## src/rtl/result_post_processor.sv

```systemverilog
// Post-processing for accelerator row results: bias add with saturation,
// optional ReLU, optional pairwise max-pooling, and an output FIFO on a bus.
module result_post_processor #(
    parameter int DataWidth    = 32,
    parameter int AddressWidth = 10,
    parameter int FifoDepth    = 16
) (
    input  logic                    clk,
    input  logic                    reset,
    input  logic                    ResultValidIn,
    input  logic [DataWidth-1:0]    ResultIn,
    input  logic                    WriteEnIn,
    input  logic                    ReadEnIn,
    input  logic [AddressWidth-1:0] AddressIn,
    input  logic [DataWidth-1:0]    DataIn,
    output logic [DataWidth-1:0]    DataOut,
    output logic                    DataValidOut,
    output logic                    FifoFullOut
);

    localparam int PtrW = $clog2(FifoDepth);
    localparam int CntW = PtrW + 1;

    typedef enum logic {
        P_FIRST,
        P_SECOND
    } pool_state_t;

    logic                 w_wr_clr;
    logic                 w_wr_bias;
    logic                 w_wr_ctrl;
    logic                 w_clr;
    logic                 w_pop_req;
    logic                 w_stat_req;

    logic [DataWidth-1:0] r_bias;
    logic                 r_relu_en;
    logic                 r_pool_en;

    logic [DataWidth:0]   w_sum;
    logic [DataWidth-1:0] w_s1_sat;
    logic [DataWidth-1:0] r_s1;
    logic                 r_s1_v;
    logic [DataWidth-1:0] r_s2;
    logic                 r_s2_v;
    logic [DataWidth-1:0] r_s3;
    logic                 r_s3_v;

    pool_state_t          r_state;
    pool_state_t          w_state_nxt;
    logic [DataWidth-1:0] r_held;
    logic                 w_hold;
    logic                 w_push;
    logic [DataWidth-1:0] w_push_data;

    logic [DataWidth-1:0] r_mem [FifoDepth];
    logic [PtrW-1:0]      r_wptr;
    logic [PtrW-1:0]      r_rptr;
    logic [CntW-1:0]      r_count;
    logic                 r_ovf;
    logic                 r_udf;
    logic                 w_empty;
    logic                 w_full;
    logic                 w_pop;
    logic                 w_push_ok;
    logic [DataWidth-1:0] w_status;
    logic [DataWidth-1:0] w_rd_data;

    assign w_wr_clr   = WriteEnIn && (AddressIn == AddressWidth'(0));
    assign w_wr_bias  = WriteEnIn && (AddressIn == AddressWidth'(1));
    assign w_wr_ctrl  = WriteEnIn && (AddressIn == AddressWidth'(2));
    assign w_stat_req = ReadEnIn && (AddressIn == AddressWidth'(3));
    assign w_pop_req  = ReadEnIn && (AddressIn == AddressWidth'(4));
    assign w_clr      = reset || w_wr_clr;

    always_ff @(posedge clk) begin
        if (reset) begin
            r_bias    <= '0;
            r_relu_en <= 1'b0;
            r_pool_en <= 1'b0;
        end else begin
            if (w_wr_bias) begin
                r_bias <= DataIn;
            end
            if (w_wr_ctrl) begin
                r_relu_en <= DataIn[0];
                r_pool_en <= DataIn[1];
            end
        end
    end

    // Sign-extended sum cannot wrap; saturate when the top two bits differ.
    assign w_sum = {ResultIn[DataWidth-1], ResultIn} + {r_bias[DataWidth-1], r_bias};

    always_comb begin
        w_s1_sat = w_sum[DataWidth-1:0];
        if (w_sum[DataWidth] != w_sum[DataWidth-1]) begin
            w_s1_sat = w_sum[DataWidth] ? {1'b1, {(DataWidth-1){1'b0}}}
                                        : {1'b0, {(DataWidth-1){1'b1}}};
        end
    end

    always_ff @(posedge clk) begin
        if (w_clr) begin
            r_s1_v <= 1'b0;
            r_s1   <= '0;
            r_s2_v <= 1'b0;
            r_s2   <= '0;
            r_s3_v <= 1'b0;
            r_s3   <= '0;
        end else begin
            r_s1_v <= ResultValidIn;
            r_s1   <= w_s1_sat;
            r_s2_v <= r_s1_v;
            r_s2   <= (r_relu_en && r_s1[DataWidth-1]) ? '0 : r_s1;
            r_s3_v <= w_push;
            r_s3   <= w_push_data;
        end
    end

    always_ff @(posedge clk) begin
        if (w_clr || w_wr_ctrl) begin
            r_state <= P_FIRST;
            r_held  <= '0;
        end else begin
            r_state <= w_state_nxt;
            if (w_hold) begin
                r_held <= r_s2;
            end
        end
    end

    always_comb begin
        w_state_nxt = r_state;
        if (r_pool_en && r_s2_v) begin
            unique case (r_state)
                P_FIRST:  w_state_nxt = P_SECOND;
                P_SECOND: w_state_nxt = P_FIRST;
                default:  w_state_nxt = P_FIRST;
            endcase
        end
    end

    always_comb begin
        w_hold      = 1'b0;
        w_push      = 1'b0;
        w_push_data = r_s2;
        if (r_s2_v) begin
            if (!r_pool_en) begin
                w_push = 1'b1;
            end else if (r_state == P_FIRST) begin
                w_hold = 1'b1;
            end else begin
                w_push = 1'b1;
                if ($signed(r_held) > $signed(r_s2)) begin
                    w_push_data = r_held;
                end
            end
        end
    end

    assign w_empty   = (r_count == '0);
    assign w_full    = (r_count == CntW'(FifoDepth));
    assign w_pop     = w_pop_req && !w_empty;
    assign w_push_ok = r_s3_v && (!w_full || w_pop);

    always_ff @(posedge clk) begin
        if (w_push_ok) begin
            r_mem[r_wptr] <= r_s3;
        end
    end

    always_ff @(posedge clk) begin
        if (w_clr) begin
            r_wptr  <= '0;
            r_rptr  <= '0;
            r_count <= '0;
            r_ovf   <= 1'b0;
            r_udf   <= 1'b0;
        end else begin
            if (w_push_ok) begin
                r_wptr <= r_wptr + PtrW'(1);
            end
            if (w_pop) begin
                r_rptr <= r_rptr + PtrW'(1);
            end
            if (w_push_ok && !w_pop) begin
                r_count <= r_count + CntW'(1);
            end else if (!w_push_ok && w_pop) begin
                r_count <= r_count - CntW'(1);
            end
            if (r_s3_v && w_full && !w_pop) begin
                r_ovf <= 1'b1;
            end
            if (w_pop_req && w_empty) begin
                r_udf <= 1'b1;
            end
        end
    end

    always_comb begin
        w_status             = '0;
        w_status[8 +: CntW]  = r_count;
        w_status[3]          = r_udf;
        w_status[2]          = r_ovf;
        w_status[1]          = w_full;
        w_status[0]          = w_empty;
    end

    always_comb begin
        w_rd_data = '0;
        if (w_pop) begin
            w_rd_data = r_mem[r_rptr];
        end else if (w_stat_req) begin
            w_rd_data = w_status;
        end
    end

    always_ff @(posedge clk) begin
        if (reset) begin
            DataOut      <= '0;
            DataValidOut <= 1'b0;
        end else begin
            DataOut      <= w_rd_data;
            DataValidOut <= ReadEnIn;
        end
    end

    assign FifoFullOut = w_full;

endmodule

```

## config.mk

```make
export PLATFORM = sky130hd
export DESIGN_NAME = result_post_processor
export DESIGN_NICKNAME = d
export VERILOG_FILES = /design/src/rtl/result_post_processor.sv
export SDC_FILE = /design/constraint.sdc
export NUM_CORES = 1
export LEC_CHECK = 0
export CAP_MARGIN = 20
export CORE_UTILIZATION = 34
export DETAILED_ROUTE_END_ITERATION = 10
export GPL_TIMING_DRIVEN = 0
export PLACE_DENSITY = 0.56
export SYNTH_ARGS = -nofsm -noshare
export SYNTH_HDL_FRONTEND = slang
export SYNTH_SLANG_ARGS = --single-unit
```

## constraint.sdc

```tcl
create_clock -name clk -period 6.1 [get_ports clk]
set_input_delay 0.61 -clock clk [delete_from_list [all_inputs] [get_ports clk]]
set_output_delay 0.61 -clock clk [all_outputs]
set_load 0.03 [all_outputs]
```

==> summary.md, run 1 <==
| Metric | Value |
|---|---|
| Outcome | `finished, final reports clean` |
| Worst Setup End Kind | `flip-flop` |
| Worst vdd ir | `roughly 0.21 mV` |
| Yosys warns | `0` |
| Worst-path fanout max | `9` |
| Delay-heaviest family, CP | `simple AND/OR/NAND/NOR gates` |
| Clock Pin Slew Worst Setup and Hold Paths | `roughly 0.060 ns` |
| Switching power | `2.126 mW` |
| R2R setup slack | `2.67 ns` |
| Routed len/inst | `21.37 µm` |
| Routed Antenna Nets | `0` |
| Cell Area, Synth | `a little under 30000 µm²` |
| PostCTS Resize Cnt | `0` |
| Clk Latency, worst-skew pair | `between 0.6 and 0.7 ns` |
| #FFs+latches synth | `730` |
| ANT cells | `0` |
| Layout area overhead | `19.67%` |
| DRT Pass-1 Iters | `5` |
| Largest net degree at the start of global routing | `21` |
| DRT Wirelength | `just over 70000 µm` |
| EDFF count, synth | `a little over 500` |
| Crit path largest cell delay | `between 0.7 and 0.8 ns` |
| Site Rows | `107` |
| Area contributors post-synth | `edfxtp_1 52%, dfxtp_1 15%, mux4_2 10%` |
| Fin. Hold Viols | `0` |
| Worst hold path class | `flip-flop to flip-flop` |
| Die Ht | `296.1 µm` |
| Via-to-Cell Ratio | `roughly 5.1` |
| Clock buffer depth | `3` |
| Unique cell type count in the Yosys netlist | `73` |
| Global route overflow | `0` |
| Vias | `17.26k` |
| Core box area | `85410 µm²` |
| Share of layout cells above drive strength 1 | `15.67%` |
| Residual DRC count | `0` |
| Clock power frac | `45.1%` |
| RD Place Congestion | `0.9045` |
| Async SR Flop Fraction | `0%` |
| Area of the multi-input gates | `slightly above 9000 µm²` |
| Setup ws final | `2.099 ns` |
| Vias in the first global route | `~17k` |
| Avg Cell Area, Syn | `14.96 µm²` |
| Most frequent cells in the layout | `512 x edfxtp_1, 218 x dfxtp_1, 167 x nand2_1` |
| Clock skew | `approximately 0.025 ns` |
| Post-CTS Setup Repair Bufs | `0` |
| Data arrival, critical path | `between 4 and 5 ns` |
| CP Cell Sequence | `clkdlybuf4s50_1 -> or4_1 -> nor3_2 -> nand4_1 -> nand2_1 -> and2_1 -> buf_2 -> nand2_1 -> nor3_2 -> buf_6 -> buf_8` |
| Iter 0 DRT Violations | `approximately 1.3k` |
| Tcrit/Tclk final | `roughly two thirds` |
| Syn Nets | `around 2.1k` |
| DIE AREA | `approximately 88000 µm²` |
| FF+latch area | `19740 µm²` |
| Clk sinks | `between 700 and 800` |
| Clk root buf | `clkbuf_16` |
| Nets | `roughly 2.3k` |
| Post-Route Utilization | `41.19%` |
| Switching share of power | `about a fifth` |
| Pre-CTS WS | `between 1.5 and 2 ns` |
| All-Layer GR Usage | `about 17%` |
| Critical path required time | `~6.4 ns` |
| Crit path buf inv count | `4` |
| Final setup vio count | `0` |
| Number of filler cells placed in the layout | `7856` |
| WHS | `0.4197 ns` |
| CTS Hold Buffers Added | `0` |
| First-pass GRT wire length | `108400 µm` |
| H-Tree Depth | `3` |
| Most common cell after layout, fill and taps aside | `edfxtp_1` |
| Crit path kind | `primary input to flip-flop` |
| Lkg Pwr | `11.85 nW` |
| Slowest-stage cell, CP | `nor3_2` |
| Relative slew slack | `about a quarter` |
| RSZ-0062 raised after global routing | `false` |
| Die Wd | `296.1 µm` |
| Synth area leader | `edfxtp_1` |
| F_max | `around 250 MHz` |
| Final Power | `just over 10 mW` |
| HPWL Detailed | `51320 µm` |
| Max_cap viols | `0` |
| Clock tree from TritonCTS | `done` |
| Combinational group share of total power | `between 2 and 3%` |
| Starting Density | `roughly 34%` |
| Synth top area share | `52.30%` |
| Synthesized instance count | `between 1.5k and 2k` |
| I/O pins | `approximately 110` |
| PortBufs | `between 100 and 150` |
| Pin slew with the least headroom to its limit | `roughly 1.1 ns` |
| CP Launch Type | `primary input` |
| Reg power frac | `52.3%` |
| Sequential share of the synthesized area | `between 60% and 70%` |
| Initial antenna violation count | `2` |
| Cts bufs inserted | `76` |
| Internal | `8.044 mW` |
| Minimum clock period | `4.001 ns` |
| Slew Limit Fails | `0` |
| Prevailing post-synth register cell | `edfxtp_1` |
| PD cells | `roughly 290 nW/µm²` |
-- registers in the layout, summed over array words and instances (netlist names), 4 cells and up, named ones only --
signal   flops
r_bias      32
r_s2        32
r_count      5
r_s3        32
r_s1        32
r_mem      512
r_wptr       4
r_rptr       4
r_held      32
DataOut     32
-- worst reg2reg max path, cell delays in order, from the launching register on --
cell      delay [ns]
dfxtp_1         0.30
clkbuf_1        0.42
clkbuf_1        0.70
clkbuf_1        0.69
clkbuf_1        0.62
a211oi_1        0.16
a211oi_1        0.41
-- power by group through the flow --
stage / sequential [mW] / combinational (mW) / clock (mW)
4_1_cts: 5.32 / 0.259 / 4.69
2_1_floorplan: 5.42 / 0.145 / 0
3_5_place_dp: 5.43 / 0.256 / 0
5_1_grt: 5.33 / 0.284 / 4.87
6_report: 5.32 / 0.258 / 4.59
3_3_place_gp: 5.43 / 0.252 / 0
-- cells by family (layout without fill, tap and decap cells) --
family | count (synthesis) | after routing | synth area share [%]
DFF | 730 | 730 | 67.14
and+or+nand+nor | 414 | 414 | 6.682
AOI/OAI and AO/OA | 377 | 377 | 8.070
muxes | 169 | 169 | 11.44
buffers and inverters | 167 | 454 | 2.443
adders and majority gates | 75 | 75 | 3.243
xor gates and xnor gates | 33 | 33 | 0.9831
-- stage by stage --
step / area, µm² / TNS (ns) / cells
6_report: 35180 / 0 / 3396
3_5_place_dp: 32680 / 0 / 3255
5_1_grt: 35180 / 0 / 3396
4_1_cts: 35180 / 0 / 3396
3_3_place_gp: 31950 / -431.23 / 3221
2_1_floorplan: 29400 / 0 / 1965
-- Yosys cell counts (all sizes together), types with 5 or more instances --
cell type / n
a211o: 5
a211oi: 50
a21o: 51
a21oi: 155
a31oi: 6
and2: 42
buf: 39
clkbuf: 79
dfxtp: 218
edfxtp: 512
ha: 73
inv: 49
mux2: 5
mux2i: 31
mux4: 133
nand2: 167
nand2b: 10
nand3: 43
nand4: 17
nor2: 71
nor2b: 30
nor3: 10
o211ai: 7
o21a: 7
o21ai: 59
xnor2: 17
xor2: 16
-- worst paths after layout --
kind,from,end,cells after the start
worst min register to register,r_s1[24],r_s2[24],1
worst max register to register,flip-flop,DataOut[13],6
worst max-delay path,AddressIn[7],r_mem[3][5],11
worst min-delay path,r_s1[24],r_s2[24],1
-- routing by layer --
layer  up-vias  track usage, %  wire length [µm]  part of all wire (%)
met1      8695           22.22             32120                    44
met5         -               0                20                 0.028
li1       7948               -                 -                     -
met4         2           4.425              1583                   2.2
met3       112           2.908              3560                   4.9
met2       500           28.27             35300                    49
-- cell type report --
| cell class | count | share of cell area, % |
|---|---|---|
| Buffer | 118 | 1.519 |
| Timing Repair Buffer | 146 | 4.958 |
| Sequential cell | 730 | 56.11 |
| Clock inverter | 40 | 1.216 |
| Multi-Input combinational cell | 1068 | 25.73 |
| Inverter | 49 | 0.5228 |
| Tap cell | 1144 | 4.069 |
| Clock buffer | 101 | 5.882 |
No activity file was read; power rests on OpenSTA's default activity.
==> run 2, diff against run 1 <==
==> constraint.sdc (replaced) <==
create_clock -name clk -period 4.1 [get_ports clk]
set_input_delay 0.41 -clock clk [delete_from_list [all_inputs] [get_ports clk]]
set_output_delay 0.41 -clock clk [all_outputs]
set_load 0.03 [all_outputs]
==> summary.md, run 2 (synthesis gave the netlist of run 1 again) <==
| Metric | Value |
|---|---|
| Most frequent cells in the layout | `512 x edfxtp_1, 218 x dfxtp_1, 167 x nand2_1` |
| FF+latch area | `19740 µm²` |
| Clock buffer depth | `3` |
| Critical path required time | `between 4 and 5 ns` |
| RD Place Congestion | `slightly above 0.9` |
| Tcrit/Tclk final | `between 90 and 100%` |
| Data arrival, critical path | `~4 ns` |
| CP Cell Sequence | `clkdlybuf4s50_1 -> or4_1 -> nor3_2 -> nand4_1 -> nand2_1 -> and2_1 -> buf_2 -> nand2_1 -> nor3_4 -> buf_16 -> buf_8` |
| Top reg by flops | `r_mem` |
| CTS Hold Buffers Added | `0` |
| PortBufs | `~110` |
| Post-Route Utilization | `41.26%` |
| Slew Limit Fails | `0` |
| Slowest-stage cell, CP | `nor3_4` |
| Clk Latency, worst-skew pair | `0.62 ns` |
| Core box area | `85410 µm²` |
| Delay-heaviest family, CP | `simple AND/OR/NAND/NOR gates` |
| DIE AREA | `about 88000 µm²` |
| Final setup vio count | `0` |
| Crit path buf inv count | `4` |
| Clk root buf | `clkbuf_16` |
| ANT cells | `0` |
| Largest net degree at the start of global routing | `21` |
| Worst hold path class | `primary input to flip-flop` |
| Worst-path fanout max | `13` |
| CP most frequent cell | `nand2_1` |
| Most common cell after layout, fill and taps aside | `edfxtp_1` |
| Final Power | `about 15 mW` |
| Nets | `~2.3k` |
| Worst vdd ir | `0.2793 mV` |
| Layout area overhead | `19.88%` |
| R2R setup slack | `0.60 ns` |
| Clock Pin Slew Worst Setup and Hold Paths | `around 0.060 ns` |
| Max_cap viols | `0` |
| H-Tree Depth | `3` |
| Setup TNS Final | `0 ns` |
| Via-to-Cell Ratio | `~5.1` |
| Number of instances in the placed design | `around 3.2k` |
| Share of layout cells above drive strength 1 | `15.50%` |
| Lkg Pwr | `about 12 nW` |
| CP Launch Type | `primary input` |
| Clk sinks | `730` |
| Relative slew slack | `roughly 25%` |
| Starting Density | `between 30% and 40%` |
| All-Layer GR Usage | `between 15 and 20%` |
| Iter 0 DRT Violations | `roughly 1.4k` |
| Vias | `roughly 17k` |
| Minimum clock period | `approximately 3.8 ns` |
| Residual DRC count | `0` |
| Number of filler cells placed in the layout | `7853` |
| Global route overflow | `0` |
| Die Ht | `296.1 µm` |
| Pin slew with the least headroom to its limit | `1.125 ns` |
| Crit path largest cell delay | `~0.80 ns` |
| Final Non-Filler Cells | `3389` |
| DRT Pass-1 Iters | `8` |
| Fin. Hold Viols | `0` |
| HPWL Detailed | `about 50000 µm` |
| Area of the multi-input gates | `a little over 9000 µm²` |
| F_max | `263.6 MHz` |
| Clock tree from TritonCTS | `done` |
| Clock skew | `0.01829 ns` |
| Outcome | `finished, final reports clean` |
| Routed Antenna Nets | `0` |
| Routed len/inst | `between 20 and 25 µm` |
| Largest register FFs | `512` |
| Cts bufs inserted | `77` |
| First-pass GRT wire length | `roughly 110000 µm` |
| Site Rows | `~110` |
| Vias in the first global route | `about 18k` |
| Post-CTS Setup Repair Bufs | `0` |
| PostCTS Resize Cnt | `0` |
| Initial antenna violation count | `5` |
| PD cells | `436.7 nW/µm²` |
| DRT Wirelength | `approximately 72000 µm` |
| Crit path kind | `primary input to flip-flop` |
| Die Wd | `296.1 µm` |
| Worst Setup End Kind | `flip-flop` |
| I/O pins | `113` |
| RSZ-0062 raised after global routing | `false` |
## run 2: path summary, 6_finish.rpt
path                              startpoint      endpoint  cells after the start
worst min register to register       r_s1[1]       r_s2[1]                      1
worst min-delay path              DataIn[11]    r_bias[11]                      3
worst max-delay path            AddressIn[7]  r_mem[0][31]                     11
worst max register to register     flip-flop   DataOut[13]                      6
## run 2: layout make-up
| type | count | share of cell area [%] |
|---|---|---|
| Sequential cell | 730 | 56.01 |
| Multi-Input combinational cell | 1068 | 25.75 |
| Clock buffer | 106 | 6.071 |
| Timing Repair Buffer | 136 | 4.754 |
| Tap cell | 1144 | 4.061 |
| Buffer | 118 | 1.516 |
| Clock inverter | 38 | 1.314 |
| Inverter | 49 | 0.5219 |
## run 2: where the power goes
| part | total (mW) | leakage [nW] | internal, mW | switching, mW |
|---|---|---|---|---|
| clock network | 7.08 | 1.25 | 4.16 | 2.93 |
| logic | 0.387 | 4.08 | 0.173 | 0.214 |
| registers | 7.92 | 6.50 | 7.87 | 0.0483 |
| total | 15.4 | 11.8 | 12.2 | 3.19 |
## run 2: worst reg2reg max path, cell delays in order, from the launching register on
cell and delay [ns]:
dfxtp_1 0.32, clkbuf_1 0.43, clkbuf_1 0.71, clkbuf_1 0.71, clkbuf_1 0.65, a211oi_1 0.18
a211oi_1 0.40
## run 2: layer usage
metal  routed length (µm)  vias up  GRT usage [%]
met5                    0        -              0
met4                 1516        0          4.199
met3                 3938      118          3.268
met2                34980      503          28.22
met1                31610     8575          22.00
li1                     -     7940              -
## run 2: per-stage QoR
stage | hold slack, ns | area [µm²] | setup WS, ns
after floorplan | 0.4057 | 29420 | 0.4445
after global placement | 0.4121 | 31970 | -2.372
after detailed placement | 0.4105 | 32640 | -0.2708
after CTS | 0.3076 | 35240 | 0.3637
after global routing | 0.3236 | 35240 | 0.01912
final | 0.3468 | 35240 | 0.3063
==> run 3, diff against run 2 <==
--- a/config.mk
+++ b/config.mk
@@ -6,6 +6,8 @@
 export NUM_CORES = 1
 export LEC_CHECK = 0
 export CAP_MARGIN = 20
+export CORE_ASPECT_RATIO = 0.8
+export CORE_MARGIN = 10
 export CORE_UTILIZATION = 34
 export DETAILED_ROUTE_END_ITERATION = 10
 export GPL_TIMING_DRIVEN = 0
==> summary.md, run 3 (synthesis gave the netlist of run 1 again) <==
| Metric | Value |
|---|---|
| Most common cell after layout, fill and taps aside | `edfxtp_1` |
| DRT Wirelength | `~73000 µm` |
| I/O pins | `roughly 110` |
| Reg-to-reg endpoint | `DataOut[5]` |
| Slowest-stage cell, CP | `clkbuf_1` |
| Slew Limit Fails | `0` |
| Data arrival, critical path | `about 4.2 ns` |
| Most frequent cells in the layout | `512 x edfxtp_1, 218 x dfxtp_1, 167 x nand2_1` |
| Setup ws final | `0.3041 ns` |
| RD Place Congestion | `~0.82` |
| PD cells | `between 400 and 500 nW/µm²` |
| Clock power frac | `a little under half` |
| Largest register FFs | `roughly 510` |
| Clock Pin Slew Worst Setup and Hold Paths | `roughly 0.07 ns` |
| All-Layer GR Usage | `14.77%` |
| Delay-heaviest family, CP | `buffers and inverters` |
| Switching power | `between 3 and 4 mW` |
| Starting Density | `34.28%` |
| Site Rows | `96` |
| Hold wc startpoint | `DataIn[22]` |
| CP Launch Type | `flip-flop` |
| Residual DRC count | `0` |
| HPWL Detailed | `around 52000 µm` |
| DIE AREA | `around 99000 µm²` |
| Global route overflow | `0` |
| Layout area overhead | `19.88%` |
| Share of layout cells above drive strength 1 | `between 10% and 20%` |
| Minimum clock period | `3.796 ns` |
| Worst hold path class | `primary input to flip-flop` |
| F_max | `around 260 MHz` |
| Die Wd | `roughly 350 µm` |
| Vias | `about 17k` |
| R2R setup slack | `0.30 ns` |
| Pin slew with the least headroom to its limit | `between 1 and 1.5 ns` |
| Outcome | `finished, final reports clean` |
| Max_cap viols | `0` |
| Combinational group share of total power | `2.5%` |
| Clock skew | `roughly 0.031 ns` |
| Die Ht | `283.0 µm` |
| Hold Path End | `r_bias[22]` |
| DRT Pass-1 Iters | `5` |
| Relative slew slack | `about 30%` |
| Worst Reg-to-Reg Cells | `6` |
| Routed len/inst | `between 20 and 25 µm` |
| Iter 0 DRT Violations | `about 1.4k` |
| Switching share of power | `a little over 20%` |
| Routed Antenna Nets | `0` |
| H-Tree Depth | `3` |
| Nets | `roughly 2.3k` |
| Core box area | `~86000 µm²` |
| Crit path buf inv count | `4` |
| Clock tree from TritonCTS | `done` |
| Clock buffer depth | `3` |
| Worst vdd ir | `0.2616 mV` |
| Crit path largest cell delay | `between 0.7 and 0.8 ns` |
| Crit path kind | `flip-flop to flip-flop` |
| RSZ-0062 raised after global routing | `false` |
| Clk root buf | `clkbuf_16` |
| CP most frequent cell | `clkbuf_1` |
| Worst-path fanout max | `10` |
| Top reg by flops | `r_mem` |
| Lkg Pwr | `~12 nW` |
| Clk Latency, worst-skew pair | `roughly 0.63 ns` |
| CTS Hold Buffers Added | `0` |
| Critical path required time | `between 4 and 5 ns` |
| Internal | `between 10 and 15 mW` |
| Clk sinks | `730` |
| CP Cell Sequence | `clkbuf_1 -> clkbuf_1 -> clkbuf_1 -> clkbuf_1 -> a211oi_1 -> a211oi_1` |
| Post-CTS Setup Repair Bufs | `0` |
| Setup TNS Final | `0 ns` |
| Area of the multi-input gates | `roughly 9000 µm²` |
| Cts bufs inserted | `77` |
| FF+latch area | `a little under 20000 µm²` |
| PortBufs | `roughly 110` |
| Worst Setup End Kind | `flip-flop` |
| First-pass GRT wire length | `between 100000 and 150000 µm` |
| Final setup vio count | `0` |
| Via-to-Cell Ratio | `roughly 5.1` |
| Fin. Hold Viols | `0` |
| Initial antenna violation count | `3` |
| Tcrit/Tclk final | `between 90% and 100%` |
| PostCTS Resize Cnt | `0` |
| Hold depth | `3` |
| Reg power frac | `between 50 and 60%` |
| Number of filler cells placed in the layout | `slightly below 8k` |
| Largest net degree at the start of global routing | `19` |
| Pre-CTS WS | `-0.1027 ns` |
| Vias in the first global route | `18.00k` |
==> run 3: cell types whose count changed in the layout (fill, tap and decap cells not counted), moves of 2 or more <==
| cell | delta |
|---|---|
| clkbuf_8 | +9 |
| clkbuf_1 | -7 |
| clkinv_2 | -4 |
| clkinv_4 | -3 |
| buf_12 | +2 |
| buf_16 | -2 |
| clkinv_1 | +2 |
| clkinvlp_4 | -2 |
| inv_6 | +2 |
==> run 3: power by group through the flow <==
stage | registers, mW | clock network, mW | logic, mW
6_report | 7.92 | 7.23 | 0.392
5_1_grt | 7.92 | 7.69 | 0.432
4_1_cts | 7.92 | 7.42 | 0.394
3_5_place_dp | 8.08 | 0 | 0.392
3_3_place_gp | 8.07 | 0 | 0.384
2_1_floorplan | 8.06 | 0 | 0.216
==> run 3: routing by layer <==
metal,track usage (%),vias up,share of wire [%]
li1,-,7943,-
met1,20.01,8748,45
met2,24.39,425,48
met3,2.376,105,5.0
met4,3.988,0,2.2
met5,0,-,0
==> run 3: tightest hold or removal path: stages <==
cell             delay (ns)
clkdlybuf4s50_1        0.40
nand2_1                0.06
a21oi_1                0.05
==> run 3: worst max-delay path by stage <==
| stage | startpoint | endpoint | slack [ns] | depth (start not counted) |
|---|---|---|---|---|
| 2_1_floorplan | AddressIn[7] | r_mem[7][0] | 0.44 | 8 |
| 6_report | flip-flop | DataOut[5] | 0.30 | 6 |
| 4_1_cts | flip-flop | DataOut[5] | 0.28 | 6 |
| 3_5_place_dp | ResultIn[0] | r_s1[25] | -0.10 | 14 |
| 5_1_grt | r_bias[0] | r_s1[25] | 0.23 | 13 |
| 3_3_place_gp | AddressIn[7] | r_mem[11][19] | -2.21 | 9 |
==> run 3: area by class of cell <==
class | instances | area share [%]
inverter | 49 | 0.5219
multi-input combinational | 1068 | 25.75
clock buffer | 109 | 6.362
antenna | 1 | 0.007101
timing repair buffer | 134 | 4.658
buffer | 118 | 1.516
sequential | 730 | 56.01
tap | 1127 | 4.001
clock inverter | 32 | 1.168
==> run 3: per-stage QoR <==
step | power (mW) | util [%] | cell area, µm² | hold WS (ns) | std cells
final | 15.54 | 41.09 | 35240 | 0.3474 | 3368
after global routing | 16.05 | 41.09 | 35240 | 0.3304 | 3367
after floorplan | 8.274 | - | 29420 | 0.4057 | 1965
after global placement | 8.458 | 37.25 | 31950 | 0.4153 | 3204
after detailed placement | 8.471 | 37.99 | 32590 | 0.4097 | 3226
after CTS | 15.74 | 41.09 | 35240 | 0.2881 | 3367
